===== src/rtl/exc_flow_ctrl_pkg.sv =====
// Shared types and constants for exception/ERET sequencing.
// State encodings, the "no exception" code and the default handler entry PC.
package exc_flow_ctrl_pkg;

  typedef enum logic [1:0] {
    ST_RUN   = 2'd0,
    ST_FLUSH = 2'd1,
    ST_REDIR = 2'd2,
    ST_ERET  = 2'd3
  } state_t;

  localparam logic [4:0]  EXC_NONE         = 5'd0;
  localparam logic [31:0] HANDLER_ADDR_DEF = 32'h0000_4180;

  // Earliest pipeline stage with a pending exception wins.
  function automatic logic [4:0] pick_exc(input logic [4:0] f, input logic [4:0] d,
                                          input logic [4:0] e, input logic [4:0] m);
    if (f != EXC_NONE)      return f;
    else if (d != EXC_NONE) return d;
    else if (e != EXC_NONE) return e;
    else                    return m;
  endfunction

endpackage


===== src/rtl/exc_flow_ctrl_int_sync.sv =====
// Multi-flop synchroniser: each bit of d reaches q exactly DEPTH edges later.
// Latency DEPTH cycles; no backpressure.
module int_sync_chain #(
  parameter int WIDTH = 6,
  parameter int DEPTH = 2
) (
  input  logic             clk,
  input  logic             reset,
  input  logic [WIDTH-1:0] d,
  output logic [WIDTH-1:0] q
);

  logic [WIDTH-1:0] stage [DEPTH];

  always_ff @(posedge clk or negedge reset) begin
    if (!reset) begin
      for (int i = 0; i < DEPTH; i++) stage[i] <= '0;
    end else begin
      stage[0] <= d;
      for (int i = 1; i < DEPTH; i++) stage[i] <= stage[i-1];
    end
  end

  assign q = stage[DEPTH-1];

endmodule


===== src/rtl/exc_flow_ctrl.sv =====
// Exception/interrupt entry and ERET return sequencer between M stage, CP0 and fetch.
// Entry: FLUSH_CYCLES of flush then redirect; ERET: one exl_clr/flush cycle then redirect; redirect waits on redir_ready.
module exc_flow_ctrl
  import exc_flow_ctrl_pkg::*;
#(
  parameter logic [31:0] HANDLER_ADDR = HANDLER_ADDR_DEF,
  parameter int          SYNC_STAGES  = 2,
  parameter int          FLUSH_CYCLES = 2
) (
  input  logic        clk,
  input  logic        reset,
  input  logic [5:0]  hw_int,
  output logic [5:0]  int_sync,
  input  logic [4:0]  exc_f,
  input  logic [4:0]  exc_d,
  input  logic [4:0]  exc_e,
  input  logic [4:0]  exc_m,
  output logic [4:0]  e_code,
  input  logic        cp0_req,
  input  logic [31:0] cp0_epc,
  input  logic        eret_m,
  output logic        flush,
  output logic        exl_clr,
  output logic        redir_valid,
  output logic [31:0] redir_pc,
  input  logic        redir_ready,
  output logic        busy
);

  localparam logic [2:0] FLUSH_LOAD = 3'(FLUSH_CYCLES - 1);

  state_t      state, state_nxt;
  logic [2:0]  flush_cnt;
  logic [31:0] pc_q;

  int_sync_chain #(.WIDTH(6), .DEPTH(SYNC_STAGES)) u_sync (
    .clk   (clk),
    .reset (reset),
    .d     (hw_int),
    .q     (int_sync)
  );

  assign e_code = pick_exc(exc_f, exc_d, exc_e, exc_m);

  always_ff @(posedge clk or negedge reset) begin
    if (!reset) state <= ST_RUN;
    else        state <= state_nxt;
  end

  // Target PC is captured only when leaving RUN so it stays stable under backpressure.
  always_ff @(posedge clk or negedge reset) begin
    if (!reset) begin
      flush_cnt <= 3'd0;
      pc_q      <= 32'd0;
    end else if (state == ST_RUN) begin
      if (cp0_req) begin
        flush_cnt <= FLUSH_LOAD;
        pc_q      <= HANDLER_ADDR;
      end else if (eret_m) begin
        pc_q      <= cp0_epc;
      end
    end else if (state == ST_FLUSH && flush_cnt != 3'd0) begin
      flush_cnt <= flush_cnt - 3'd1;
    end
  end

  always_comb begin
    state_nxt = state;
    case (state)
      ST_RUN: begin
        if (cp0_req)     state_nxt = ST_FLUSH;
        else if (eret_m) state_nxt = ST_ERET;
      end
      ST_FLUSH: if (flush_cnt == 3'd0) state_nxt = ST_REDIR;
      ST_REDIR: if (redir_ready)       state_nxt = ST_RUN;
      ST_ERET:  state_nxt = ST_REDIR;
      default:  state_nxt = ST_RUN;
    endcase
  end

  assign flush       = (state == ST_FLUSH) || (state == ST_ERET);
  assign exl_clr     = (state == ST_ERET);
  assign redir_valid = (state == ST_REDIR);
  assign busy        = (state != ST_RUN);
  assign redir_pc    = pc_q;

endmodule

===== config.mk =====
export PLATFORM = sky130hd
export DESIGN_NAME = exc_flow_ctrl
export DESIGN_NICKNAME = d
export VERILOG_FILES = /design/src/rtl/exc_flow_ctrl_pkg.sv /design/src/rtl/exc_flow_ctrl_int_sync.sv /design/src/rtl/exc_flow_ctrl.sv
export SDC_FILE = /design/constraint.sdc
export NUM_CORES = 1
export LEC_CHECK = 0
export ABC_AREA = 1
export BUFFER_PORTS_ARGS = -buffer_cell sky130_fd_sc_hd__buf_2
export CAP_MARGIN = 40
export CORE_UTILIZATION = 35
export CTS_CLUSTER_SIZE = 30
export DETAILED_ROUTE_END_ITERATION = 6
export PLACE_DENSITY = 0.68
export SLEW_MARGIN = 25
export SYNTH_ARGS = -nofsm -noshare
export SYNTH_HDL_FRONTEND = slang
export SYNTH_SLANG_ARGS = --single-unit

===== constraint.sdc =====
create_clock -name clk -period 1.3 [get_ports clk]
set_input_delay 0.26 -clock clk [delete_from_list [all_inputs] [get_ports clk]]
set_output_delay 0.26 -clock clk [all_outputs]
set_load 0.01 [all_outputs]

# After elaboration in Yosys (flattened, before gate mapping)
# Cells that the tools add are included.
[totals]
in_bits = 63
ff_bits = 49
output_inout_bits = 47
[classes]
n_addsub = 1
n_eq_ne = 7
mux = 13
n_reduce_logical = 14
[op_table]
columns = ["cell", "count"]
rows = [
  ["32-bit 2-to-1 mux", 2],
  ["5-bit 2-to-1 mux", 3],
  ["5-bit nonzero test", 3],
  ["3-bit 2-to-1 mux", 3],
  ["2-bit 2-to-1 mux", 4],
  ["2-bit one-hot mux with 4 select lines", 1],
  ["2-bit nonzero test", 3],
  ["2-bit equality test, second input constant", 2],
  ["2-bit by 1-bit != test with 1-bit output, second input constant", 2],
  ["2-bit AND reduction", 2],
  ["3-bit logical NOT", 1],
  ["3-bit != test, second input constant", 1],
  ["3-bit AND reduction", 1],
  ["3-bit nonzero test", 1],
  ["3-bit by 1-bit subtractor with 3-bit output, second input constant", 1],
  ["2-bit by 1-bit equality test with 1-bit output, second input constant", 1],
  ["2-bit logical NOT", 1],
  ["2-bit != test, second input constant", 1],
  ["1-bit logical AND", 1],
  ["1-bit logical OR", 1],
]

# Longest topological paths before layout
# Gate-level depths: netlist of run 1.
[logic_depth]
depth_word = 4
ltp_mapped = 8
mapped_depth_nobuf = 7

# By module
# A second synthesis of run 1 with hierarchy kept.
[hier_totals]
hier_cells = 178
area_unflattened_um2 = 2008.2
[by_module_without_submodules]
columns = ["mod", "seq_area_each_um2", "n_inst", "area_per_inst_um2", "cells_each"]
rows = [
  ["exc_flow_ctrl", 925.9, 1, 1662.8, 160],
  ["int_sync_chain", 300.3, 1, 345.3, 18],
]

# Least setup slack after synthesis of run 1
# OpenSTA, ideal clock, no wires.
[synth_path]
path_kind = "reg2reg"
from = "reg state[0]"
to = "reg pc_q[10] (netlist: redir_pc[10])"
arrival_time_ns = 1.201
required_ns = 1.179
path_stages_with_launch = 7
setup_time_ns = 0.121
path_slack_ns = -0.022
path_cell_list = "dfrtp_1 -> nor2_4 -> inv_6 -> nor2_8 -> inv_2 -> buf_2 -> a22o_1"
[synth_between]
elab_chain_len = 2
[synth_rtl]
columns = ["item", "line_no", "text"]
rows = [
  ["start, declared", "exc_flow_ctrl.sv:32", "state_t state, state_nxt;"],
  ["start signal, assigned", "exc_flow_ctrl.sv:47", "else state <= state_nxt;"],
  ["2-bit logical NOT", "exc_flow_ctrl.sv:55", "end else if (state == ST_RUN) begin"],
  ["2-bit AND reduction (no line)", "n/a", ""],
  ["end signal, assigned", "exc_flow_ctrl.sv:60", "pc_q <= cp0_epc;"],
  ["end, declared", "exc_flow_ctrl.sv:34", "logic [31:0] pc_q;"],
]
# Every way passes these cells.
# A chain may end at the register's enable or synchronous reset.

# Worst setup path in the final report of run 1
[layout_path]
from = "in exc_d[4]"
to = "out e_code[4]"
[layout_between]
elab_chain_len = 3
[layout_rtl]
columns = ["item", "line_no", "text"]
rows = [
  ["start, declared", "exc_flow_ctrl.sv:15", "input logic [4:0] exc_d,"],
  ["5-bit nonzero test", "exc_flow_ctrl_pkg.sv:19", "else if (d != EXC_NONE) return d;"],
  ["5-bit 2-to-1 mux *", "exc_flow_ctrl_pkg.sv:19", ""],
  ["5-bit 2-to-1 mux *", "exc_flow_ctrl_pkg.sv:18", "if (f != EXC_NONE) return f;"],
  ["end, declared", "exc_flow_ctrl.sv:18", "output logic [4:0] e_code,"],
]
# Every way passes the cells marked *; elsewhere a longest branch is shown, timed or not.

==> impl.org, run 1 <==
** Setup path
- Among all stages on the critical path, the largest delay is contributed by sky130_fd_sc_hd__nor3_4.
- The cell that appears most often on the critical path is sky130_fd_sc_hd__nand2_1.
- Crit Path Max Fanout :: 5
- Worst path cell trace :: buf_6, inv_4, nand3_4, nor3_4, buf_6, nand2_2, nand2_1, nand2_1, nand2_1, buf_2
- Arrival time at the worst endpoint :: 1.20 ns
- The worst register-to-register path begins at state[0]$_DFFE_PN0P_.
- For the worst setup path, the data required time is 1.04 ns.
- The worst setup path is captured at an output port.
- For this run, the slowest stage of the critical path takes 0.22 ns.
- Critical path type :: input pin to output port
- R2R Setup Slk :: -0.13 ns
- The worst setup path is launched from an input pin.
- Beginning of the critical path :: exc_d[4]

** Timing
- The routed design could run at a clock period as short as 1.457 ns.
- Maximum clock skew at final layout :: 0.007854 ns
- Worst rel slew slack :: 83.03%
- Sum Neg Setup Slack :: -1.662 ns
- Post-route worst setup slack :: -0.1574 ns
- The hold violation count in the final report came to 0.
- The worst path uses 112.1% of the clock period.
- Actual transition at the worst max-transition pin :: 0.2546 ns
- Setup violations remaining at the end of the flow were counted as 35.
- Max Slew Vio Count :: 0
- Final Hold Slack :: 0.04813 ns
- Setup repair after global routing could not meet its margin everywhere.
- Based on the critical path, the design can be clocked at up to 686.2 MHz.

** Synth
- For this run, the number of Yosys warnings is 0.
- Fraction of registers with async set/reset :: 100.0%
- In this run the cell area of the synthesized design comes to 2026 µm².
- Counting instances in the post-synthesis netlist gives the leading cell types as sky130_fd_sc_hd__dfrtp_1 (49), sky130_fd_sc_hd__a22o_1 (29), sky130_fd_sc_hd__nand2_1 (29).
- Number of enable-type register cells in the synthesized netlist :: 0
- Ranking of synthesized cells by area :: sky130_fd_sc_hd__dfrtp_1 (61%), sky130_fd_sc_hd__a22o_1 (13%), sky130_fd_sc_hd__nand2_1 (5.4%)
- By instance count, the leading cell after synthesis is sky130_fd_sc_hd__dfrtp_1.
- Yosys top cell by area :: sky130_fd_sc_hd__dfrtp_1
- Total of flip-flops plus latches after synthesis :: 49
- Synthesis handed over a netlist of 176 instances.
- Summed over its instances, the top area cell type makes up 60.53% of the synthesized netlist area.
- In the synthesized netlist the dominant register cell turns out to be sky130_fd_sc_hd__dfrtp_1.
- A synthesized cell averages 11.51 µm².
- Sequential cell area fraction in the yosys report :: 60.53%
- The synthesized netlist contains 27 unique library cells.
- Post-Syn Nets :: 241

** Status
- The flow ran to the end, but the final reports show violations.
- The checks that failed: negative setup slack.

** CTS
- Max H-tree Level :: 2
- After clock tree synthesis, the clock-pin slew on the worst setup and hold paths is 0.11 ns.
- The tree is rooted in a sky130_fd_sc_hd__clkbuf_8.
- The longest clock path from root to sink contains 2 buffers.
- Counting the buffers created by CTS gives 5.
- The clock reaches the later pin of the worst-skew pair after 0.31 ns.
- TritonCTS clock tree :: yes
- The tree built by TritonCTS fans out to 49 sinks.

** Hold path
- Worst min-delay path startpoint :: hw_int[5]
- Hold WC Path Type :: input pin to flip-flop

** Global routing
- The via count of the first global-routing pass came to 1665.
- For this run, the total global-route usage over all layers was measured as 16.71%.
- Overflow left after global routing :: 0
- Number of antenna violations at the first check in global routing :: 0
- The first global-routing pass estimated 7797 µm of wire.
- Maximum number of pins on one net before global-route repair :: 50

** Routing
- Via density :: 4.656
- Across all layers, the routed design uses 1760 vias.
- After detailed routing, the total wire length is 5217 µm.
- Drt initial violations :: 80
- For this run, the detailed router's first-pass iteration total came to 4.
- Mean routed wirelength per cell :: 13.80 µm
- Remaining design rule violation count :: 0
- In this run the remaining antenna-violating nets after routing total 0.

** Pwr
- Leak Pwr :: 1.688 nW
- Dividing total power by cell area gives a power density of 1993 nW/µm².
- Summing internal, switching and leakage power gives 0.006250 W.
- Worst vdd ir :: 1.064 mV

** Placement
- Number of I/O port buffers :: 109
- The congestion estimate from routability-driven global placement came to 0.7618.
- Sum of net half-perimeters after detailed placement :: 3235 µm
- Placement Cell Area :: 2696 µm²

** Finish
- The repair_antennas step left the layout with diodes totalling 0.
- Fraction of the core area covered by cells at the end of the flow :: 56.59%
- From synthesis to final layout, the design area changed by 54.79%.
- With fillers left out, the area of the finished cells amounts to 3136 µm².
- Final #Nets :: 370
- The post-route netlist has 55.88% of its cells at a drive strength greater than 1.

** Run
- The tool flagged a number of max-cap violations equal to 0.

** Floorplanning
- In this run the horizontal extent of the chip is 78.08 µm.
- Vertical die dimension :: 78.08 µm
- Initial Utilization :: 36.56%
- In this run the count of I/O pins placed on the die edge is 110.
- Cell row count :: 27
- Core footprint :: 5540 µm²
- Area of the die :: 6096 µm²
-- sequential cells by signal (all words and copies together) (netlist names) --
signal and count:
flush_cnt 3, redir_pc 32, state 2, u_sync.q 6
u_sync.stage 6
-- critical path, delay by kind of cell --
kind                   cells  cell delay (ns)
AND/OR/NAND/NOR            6             0.52
buffers and inverters      4             0.41
-- metal layers --
metal | up-vias | GRT usage [%] | wire length [µm]
met5 | - | 0 | 0
met4 | 0 | 6.852 | 126
met3 | 13 | 4.884 | 284
met2 | 74 | 27.28 | 2546
met1 | 829 | 20.71 | 2261
li1 | 844 | - | -
-- area by class of cell --
type                       count  area [µm²]
inverter                      24       136.4
sequential                    49        1227
timing repair inverter         2       32.53
timing repair buffer         133       873.3
tap                           72       90.09
clock inverter                 3       33.78
clock buffer                   5       68.82
fill                         492        2405
multi-input combinational     90       673.1
-- cell families after synthesis --
group	count (synthesis)	synth area share, %
flops	49	60.53
buf+inv	37	9.821
fa+ha+maj	2	1.235
xor+xnor	1	0.4324
simple gates	48	12.04
compound gates	39	15.94
-- worst paths after layout --
| check | end | cells past startpoint |
|---|---|---|
| setup / recovery | e_code[4] | 10 |
| hold / removal | u_sync.stage[11]$_DFF_PN0_ | 1 |
| max in group asynchronous | state[0]$_DFFE_PN0P_ | 3 |
| setup reg to reg | redir_pc[14]$_DFFE_PN0P_ | 7 |
| min in group asynchronous | u_sync.q[2]$_DFF_PN0_ | 3 |
| hold reg to reg | u_sync.q[2]$_DFF_PN0_ | 0 |
-- where the power goes --
part	switching, W	internal (W)	leakage [nW]
sequential	0.000281	0.00205	0.610
clock	0.000568	0.000402	0.0511
combinational	0.00141	0.00153	1.03
total	0.00226	0.00399	1.69
-- cell usage in the layout, fill, tap and decap left out, types with 3 or more instances in the layout --
master / n
sky130_fd_sc_hd__buf_12: 3
sky130_fd_sc_hd__o22a_1: 3
sky130_fd_sc_hd__buf_6: 14
sky130_fd_sc_hd__dfrtp_1: 48
sky130_fd_sc_hd__a22o_1: 29
sky130_fd_sc_hd__buf_4: 11
sky130_fd_sc_hd__inv_1: 14
sky130_fd_sc_hd__o21ai_0: 3
sky130_fd_sc_hd__nand2_1: 23
sky130_fd_sc_hd__inv_2: 4
sky130_fd_sc_hd__nand4_1: 5
sky130_fd_sc_hd__clkbuf_8: 5
sky130_fd_sc_hd__clkinv_8: 3
sky130_fd_sc_hd__buf_2: 102
sky130_fd_sc_hd__nand2_2: 6
sky130_fd_sc_hd__inv_4: 3
sky130_fd_sc_hd__nor2_4: 3
-- what timing repair did --
action / 4_1_cts / 5_1_grt
endpoints found under the hold margin: 49 / 0
hold buffers: 1 / 0
setup buffers: 7 / 1
pin swaps: 6 / 12
setup endpoints to repair: 40 / 42
cloned: 1 / 3
resized for setup: 29 / 24
-- stage by stage --
step                      setup WS, ns  std cells
final                          -0.1574        378
after global placement        -0.06130        357
after detailed placement      -0.08717        357
after floorplan               -0.01179        176
after global routing           -0.2306        378
after CTS                      -0.1469        374
Power figures use the tool's default switching activity.
==> run 2, diff against run 1 <==
--- a/config.mk
+++ b/config.mk
@@ -12,6 +12,7 @@
 export CTS_CLUSTER_SIZE = 30
 export DETAILED_ROUTE_END_ITERATION = 6
 export PLACE_DENSITY = 0.68
+export SKIP_CTS_REPAIR_TIMING = 1
 export SLEW_MARGIN = 25
 export SYNTH_ARGS = -nofsm -noshare
 export SYNTH_HDL_FRONTEND = slang
==> impl.org, run 2 (same netlist as run 1, synthesis figures left out) <==
** Routing
- The detailed router placed 1704 vias in this run.
- Mean routed wirelength per cell :: 12.88 µm
- Detailed Routing Iterations Pass 1 :: 4
- Dividing the detail-routed via count by the number of cells gives 4.593.
- Number of nets with antenna violations after detailed routing :: 0
- The detailed router finished its first iteration with 70 violations.
- Remaining design rule violation count :: 0
- Wires add up to 4779 µm.

** Setup path
- Critical path type :: flip-flop to output port
- Critical R2R Capture :: redir_pc[8]$_DFFE_PN0P_
- The most critical setup path has its startpoint at state[0]$_DFFE_PN0P_.
- Startpoint kind of the worst setup timing path :: flip-flop
- Worst Setup End Kind :: output port
- Worst reg2reg startpoint :: state[0]$_DFFE_PN0P_
- Worst Setup EP :: busy
- Counting cells, the worst reg-to-reg path comes to 7.
- For the worst setup path, the data arrival time is 1.20 ns.
- Crit Path Max Fanout :: 3
- Across all register-to-register paths, the minimum setup slack is -0.07 ns.
- Required time at the endpoint of the critical path :: 1.04 ns

** CTS
- In this run, CTS created clock tree buffers numbering 5.
- Maximum clock path buffer count :: 2
- TritonCTS clock tree :: yes
- CTS placed an instance of sky130_fd_sc_hd__clkbuf_8 at the clock tree root.
- TritonCTS Sinks :: 49
- Max H-tree Level :: 2
- Clock-pin slew was measured on the worst setup and hold paths at 0.10 ns.
- Clock latency on the worst-skew pair, taken at its later pin, is 0.30 ns.

** Timing
- Max Slew Vio Count :: 0
- Actual transition at the worst max-transition pin :: 0.3017 ns
- RSZ-0062 raised after global routing :: yes
- Post-route worst setup slack :: -0.1619 ns
- Worst rel slew slack :: 79.75%
- Final Hold Slack :: 0.05347 ns
- Maximum clock skew at final layout :: 0.007196 ns
- Of the available clock period, the critical path in the final layout requires 112.5%.
- For the final routed database, the setup TNS stands at -1.620 ns.
- Final Hold Violating Endpoints :: 0
- Achievable clock frequency :: 684.0 MHz
- Final setup violation count :: 36
- Time the final worst path needs with I/O delays and setup :: 1.462 ns

** Finish
- Number of flip-flops in the largest register :: 32
- Non-filler cells, final :: 371
- The library cell used most frequently in the layout, excluding fill and tap cells, is sky130_fd_sc_hd__buf_2.
- Cells with a size suffix above 1 make up 51.51% of the layout.
- After the last flow step, the layout net total stands at 363.
- Commonest cells after routing, fill and taps aside :: sky130_fd_sc_hd__buf_2 (105), sky130_fd_sc_hd__dfrtp_1 (48), sky130_fd_sc_hd__a22o_1 (29)
- Total inserted antenna cells :: 0
- Relative to the synthesized area, the layout overhead comes to 47.07%.
- Fraction of the core area covered by cells at the end of the flow :: 53.77%

** Floorplanning
- In this run the horizontal extent of the chip is 78.08 µm.
- Cell row count :: 27
- Initial Utilization :: 36.56%
- The floorplan step defined a die boundary enclosing 6096 µm².
- Vertical die dimension :: 78.08 µm
- The total area inside the core boundary comes to 5540 µm².
- Top-level port count :: 110

** Status
- The final reports fail on negative setup slack.
- Result of the run :: finished, violations left

** Pwr
- The worst-case IR drop observed on VDD is 0.9913 mV.
- Power spread over the standard cell area amounts to 2020 nW/µm².
- Summed over all cells, the static leakage comes to 1.629 nW.
- The design draws 0.006018 W.

** Global routing
- Wire length of the first global-routing pass :: 7279 µm
- GRT Total Usage :: 15.42%
- Entering global routing, the biggest net connects 50 pins.
- Number of antenna violations at the first check in global routing :: 0
- The via count of the first global-routing pass is 1596.
- After global routing the overflow that remains totals 0.

** Placement
- Number of I/O port buffers :: 109
- Detailed placement ended at an HPWL of 3235 µm.
- Including well taps, the total number of placed cells is 357.
- The congestion estimate from routability-driven global placement came to 0.7618.

** Run
- Max-cap violations in this run came to 0.

** Hold path
- In this run the most critical hold path is launched from hw_int[2].
- Hold WC Path Type :: input pin to flip-flop
[run 2: through the flow]
step | setup slack [ns] | instance area [µm²]
after CTS | -0.1840 | 2799
final | -0.1619 | 2979
after global placement | -0.06130 | 2696
after detailed placement | -0.08717 | 2696
after floorplan | -0.01179 | 2027
after global routing | -0.2406 | 2979
[run 2: critical path, stage by stage (launching register included)]
cell and delay (ns):
sky130_fd_sc_hd__dfrtp_2 0.44, sky130_fd_sc_hd__nor2_4 0.16, sky130_fd_sc_hd__inv_6 0.05, sky130_fd_sc_hd__buf_4 0.14, sky130_fd_sc_hd__buf_6 0.11
[run 2: worst min-delay path by stage]
stage	to	slack (ns)	cells after the start
after floorplan	flush_cnt[0]$_DFFE_PN0P_	-0.04	0
after global placement	state[1]$_DFFE_PN0P_	0.26	2
after detailed placement	state[1]$_DFFE_PN0P_	0.26	2
after CTS	u_sync.stage[7]$_DFF_PN0_	-0.08	2
after global routing	u_sync.stage[6]$_DFF_PN0_	0.03	1
final	u_sync.stage[8]$_DFF_PN0_	0.05	1
[run 2: routing by layer]
layer	up-vias	wire [µm]	GRT usage (%)
met5	-	0	0
met4	0	112	4.259
met3	11	275	4.535
met2	66	2280	25.79
met1	796	2110	19.38
li1	831	-	-
[run 2: area by class of cell]
| type | instances | area, µm² |
|---|---|---|
| sequential | 49 | 1227 |
| tap | 72 | 90.09 |
| fill | 505 | 2561 |
| inverter | 24 | 133.9 |
| timing repair buffer | 128 | 804.5 |
| clock inverter | 3 | 33.78 |
| multi-input combinational | 90 | 620.6 |
| clock buffer | 5 | 68.82 |
[run 2: where the power goes]
group          total (W)  leakage, nW  switching, W  internal [W]
combinational    0.00273        0.969       0.00129       0.00144
sequential       0.00232        0.610      0.000270       0.00205
clock           0.000966       0.0511      0.000564      0.000402
==> run 3, diff against run 2 <==
--- a/config.mk
+++ b/config.mk
@@ -11,7 +11,7 @@
 export CORE_UTILIZATION = 35
 export CTS_CLUSTER_SIZE = 30
 export DETAILED_ROUTE_END_ITERATION = 6
-export PLACE_DENSITY = 0.68
+export PLACE_DENSITY = 0.65
 export SKIP_CTS_REPAIR_TIMING = 1
 export SLEW_MARGIN = 25
 export SYNTH_ARGS = -nofsm -noshare
==> constraint.sdc (replaced) <==
create_clock -name clk -period 1.67 [get_ports clk]
set_input_delay 0.334 -clock clk [delete_from_list [all_inputs] [get_ports clk]]
set_output_delay 0.334 -clock clk [all_outputs]
set_load 0.01 [all_outputs]
==> impl.org, run 3 (same netlist as run 1, synthesis figures left out) <==
** Pwr
- The clock network burns 17.2% of the power.
- In this run the static leakage power is 1.520 nW.
- Internal power comes to 0.002742 W.
- Summed over all nets, the switching power comes to 0.001481 W.
- Reg power frac :: 43.2%
- VDD sags by at most 0.7716 mV.
- Per report_power, the combinational group accounts for 39.6% of the total.
- Of the total power, the share spent switching nets is 35.07%.
- Power spread over the standard cell area amounts to 1548 nW/µm².

** Setup path
- Arrival time at the worst endpoint :: 1.18 ns
- Worst Setup End Kind :: output port
- Required time at the endpoint of the critical path :: 1.34 ns
- Critical path type :: input pin to output port
- STA classifies the critical path startpoint as an input pin.
- Crit Path Max Fanout :: 5

** CTS
- Clock-pin slew of the registers on the worst-case setup and hold paths :: 0.08 ns
- The clock net in this run drives a total of 49 sinks.
- Maximum clock path buffer count :: 2
- CTS built an H-tree with a depth of 2.
- TritonCTS clock tree :: yes
- Worst skew pair latency :: 0.29 ns
- TritonCTS created 5 clock buffers.
- Clock root buffer :: sky130_fd_sc_hd__clkbuf_8

** Timing
- The final count of pins violating max slew was 0.
- Post-route worst setup slack :: 0.1540 ns
- Achievable clock frequency :: 659.6 MHz
- Actual transition at the worst max-transition pin :: 0.3222 ns
- Maximum clock skew at final layout :: 0.005877 ns
- Dividing the final minimum period by the clock period gives 90.78%.
- RSZ-0062 raised after global routing :: no
- Worst rel slew slack :: 78.38%
- The hold violation count in the final report is 0.
- Final setup violation count :: 0
- Time the final worst path needs with I/O delays and setup :: 1.516 ns
- Sum Neg Setup Slack :: 0 ns

** Routing
- In the routed design, unresolved DRC markers number 0.
- Drt initial violations :: 33
- Number of nets with antenna violations after detailed routing :: 0
- The detailed router placed 1626 vias in this run.
- In the final routed layout, each cell accounts on average for 11.52 µm.
- In the routed layout, each cell is associated on average with a via count of 4.555.
- Detailed Routing Iterations Pass 1 :: 4
- DRT Wirelength :: 4114 µm

** Global routing
- The number of antenna violations at the first check in global routing came to 0.
- Wire length of the first global-routing pass :: 6858 µm
- Across every metal layer, demand over resource in global routing totals 14.36%.
- The via count of the first global-routing pass is 1585.
- For this run the aggregate overflow at the end of global routing stands at 0.
- Entering global routing, the biggest net connects 50 pins.

** Finish
- Non-filler cells, final :: 357
- Number of flip-flops in the largest register :: 32
- Leaving out fill and tap cells, the most frequent cell in the layout is sky130_fd_sc_hd__buf_2.
- In the final layout, the share of cells above drive strength 1 is 46.67%.
- The number of antenna diodes in the final layout is 0.
- Area Growth Syn to Fin :: 34.65%
- Number of fillers in the final layout :: 529
- The top cell types in the final layout, fill and taps aside, are sky130_fd_sc_hd__buf_2 (109), sky130_fd_sc_hd__dfrtp_1 (49), sky130_fd_sc_hd__nand2_1 (29), sky130_fd_sc_hd__a22o_1 (29), sky130_fd_sc_hd__inv_1 (20).
- In the final design database the tool counted 349 nets.

** Floorplanning
- Measured along the x axis, the die boundary spans 78.08 µm.
- The floorplan step defined a die boundary enclosing 6096 µm².
- Vertical die dimension :: 78.08 µm
- The region available for standard cell placement spans 5540 µm².
- Pin placement for this block handled 110 I/O pins.
- Cell row count :: 27
- Initial Utilization :: 36.56%

** Placement
- Placer Congestion :: 0.7321
- At the placement stage, the worst setup path has a slack of 0.1389 ns.
- Sum of net half-perimeters after detailed placement :: 3095 µm
- Once placement completed, the tool counted placed cells totaling 349.
- Number of I/O port buffers :: 109

** Status
- Result of the run :: finished clean

** Run
- Max-cap violations :: 0

** Hold path
- Hold WC Path Type :: input pin to asynchronous set/reset pin
==> run 3: cell count changes in the layout (fill, tap and decap cells not counted), moves of 2 or more <==
| cell | before | now |
|---|---|---|
| sky130_fd_sc_hd__buf_12 | 4 | 2 |
| sky130_fd_sc_hd__buf_2 | 105 | 109 |
| sky130_fd_sc_hd__buf_4 | 11 | 3 |
| sky130_fd_sc_hd__buf_6 | 5 | 0 |
| sky130_fd_sc_hd__clkbuf_16 | 2 | 0 |
| sky130_fd_sc_hd__inv_1 | 17 | 20 |
| sky130_fd_sc_hd__nand2_1 | 27 | 29 |
| sky130_fd_sc_hd__nand2_2 | 2 | 0 |
==> run 3: final timing paths <==
path | startpoint | end | slack [ns] | depth (start not counted)
setup / recovery | exc_d[3] | e_code[0] | 0.15 | 10
hold / removal | reset | redir_pc[5]$_DFFE_PN0P_ | 0.008 | 2
setup reg to reg | state[0]$_DFFE_PN0P_ | redir_pc[13]$_DFFE_PN0P_ | 0.21 | 6
hold reg to reg | u_sync.stage[11]$_DFF_PN0_ | u_sync.q[5]$_DFF_PN0_ | 0.36 | 0
max in group asynchronous | reset | redir_pc[20]$_DFFE_PN0P_ | 1.44 | 2
min in group clk | hw_int[5] | u_sync.stage[11]$_DFF_PN0_ | 0.14 | 1
==> run 3: power by group through the flow <==
stage	Combinational, W	Sequential (W)	Clock (W)
detailed placement	0.00170	0.00184	0
global route	0.00184	0.00188	0.000811
floorplan	0.000890	0.00200	0
CTS	0.00171	0.00183	0.000772
global placement	0.00169	0.00183	0
finish	0.00167	0.00182	0.000725
==> run 3: area by class of cell <==
class                      instances  area, µm²  share of cell area [%]
multi-input combinational         90      605.6                   22.20
sequential                        49       1226                   44.95
inverter                          24      97.59                   3.578
timing repair buffer             114      608.1                   22.29
clock inverter                     2      17.52                  0.6422
clock buffer                       6      82.58                   3.028
tap                               72      90.09                   3.303
==> run 3: layer usage <==
layer	wire, µm	GRT usage, %	vias up	share of wire, %
met3	290	3.372	6	7.0
met2	1984	25.44	73	48
met5	0	0	-	0
met1	1795	17.06	744	44
li1	-	-	803	-
met4	44	4.815	0	1.1
==> run 3: critical path, stage by stage <==
cell and delay, ns:
sky130_fd_sc_hd__buf_2 0.10, sky130_fd_sc_hd__inv_1 0.07, sky130_fd_sc_hd__nand3_1 0.07, sky130_fd_sc_hd__nor3_1 0.14, sky130_fd_sc_hd__buf_4 0.16, sky130_fd_sc_hd__nand2_1 0.05, sky130_fd_sc_hd__nand2_1 0.05, sky130_fd_sc_hd__nand2_1 0.05
sky130_fd_sc_hd__nand2_1 0.05, sky130_fd_sc_hd__buf_2 0.12
==> run 3: stage by stage <==
| stage | instance area [µm²] | total power [W] | utilization [%] | hold WS, ns |
|---|---|---|---|---|
| after global placement | 2623 | 0.003525 | 47.34 | 0.3321 |
| final | 2728 | 0.004223 | 49.23 | 0.008245 |
| after global routing | 2728 | 0.004523 | 49.23 | 0.01746 |
| after detailed placement | 2623 | 0.003547 | 47.34 | 0.3358 |
| after CTS | 2723 | 0.004307 | 49.14 | 0.009411 |
| after floorplan | 2026 | 0.002886 | - | 0.03841 |
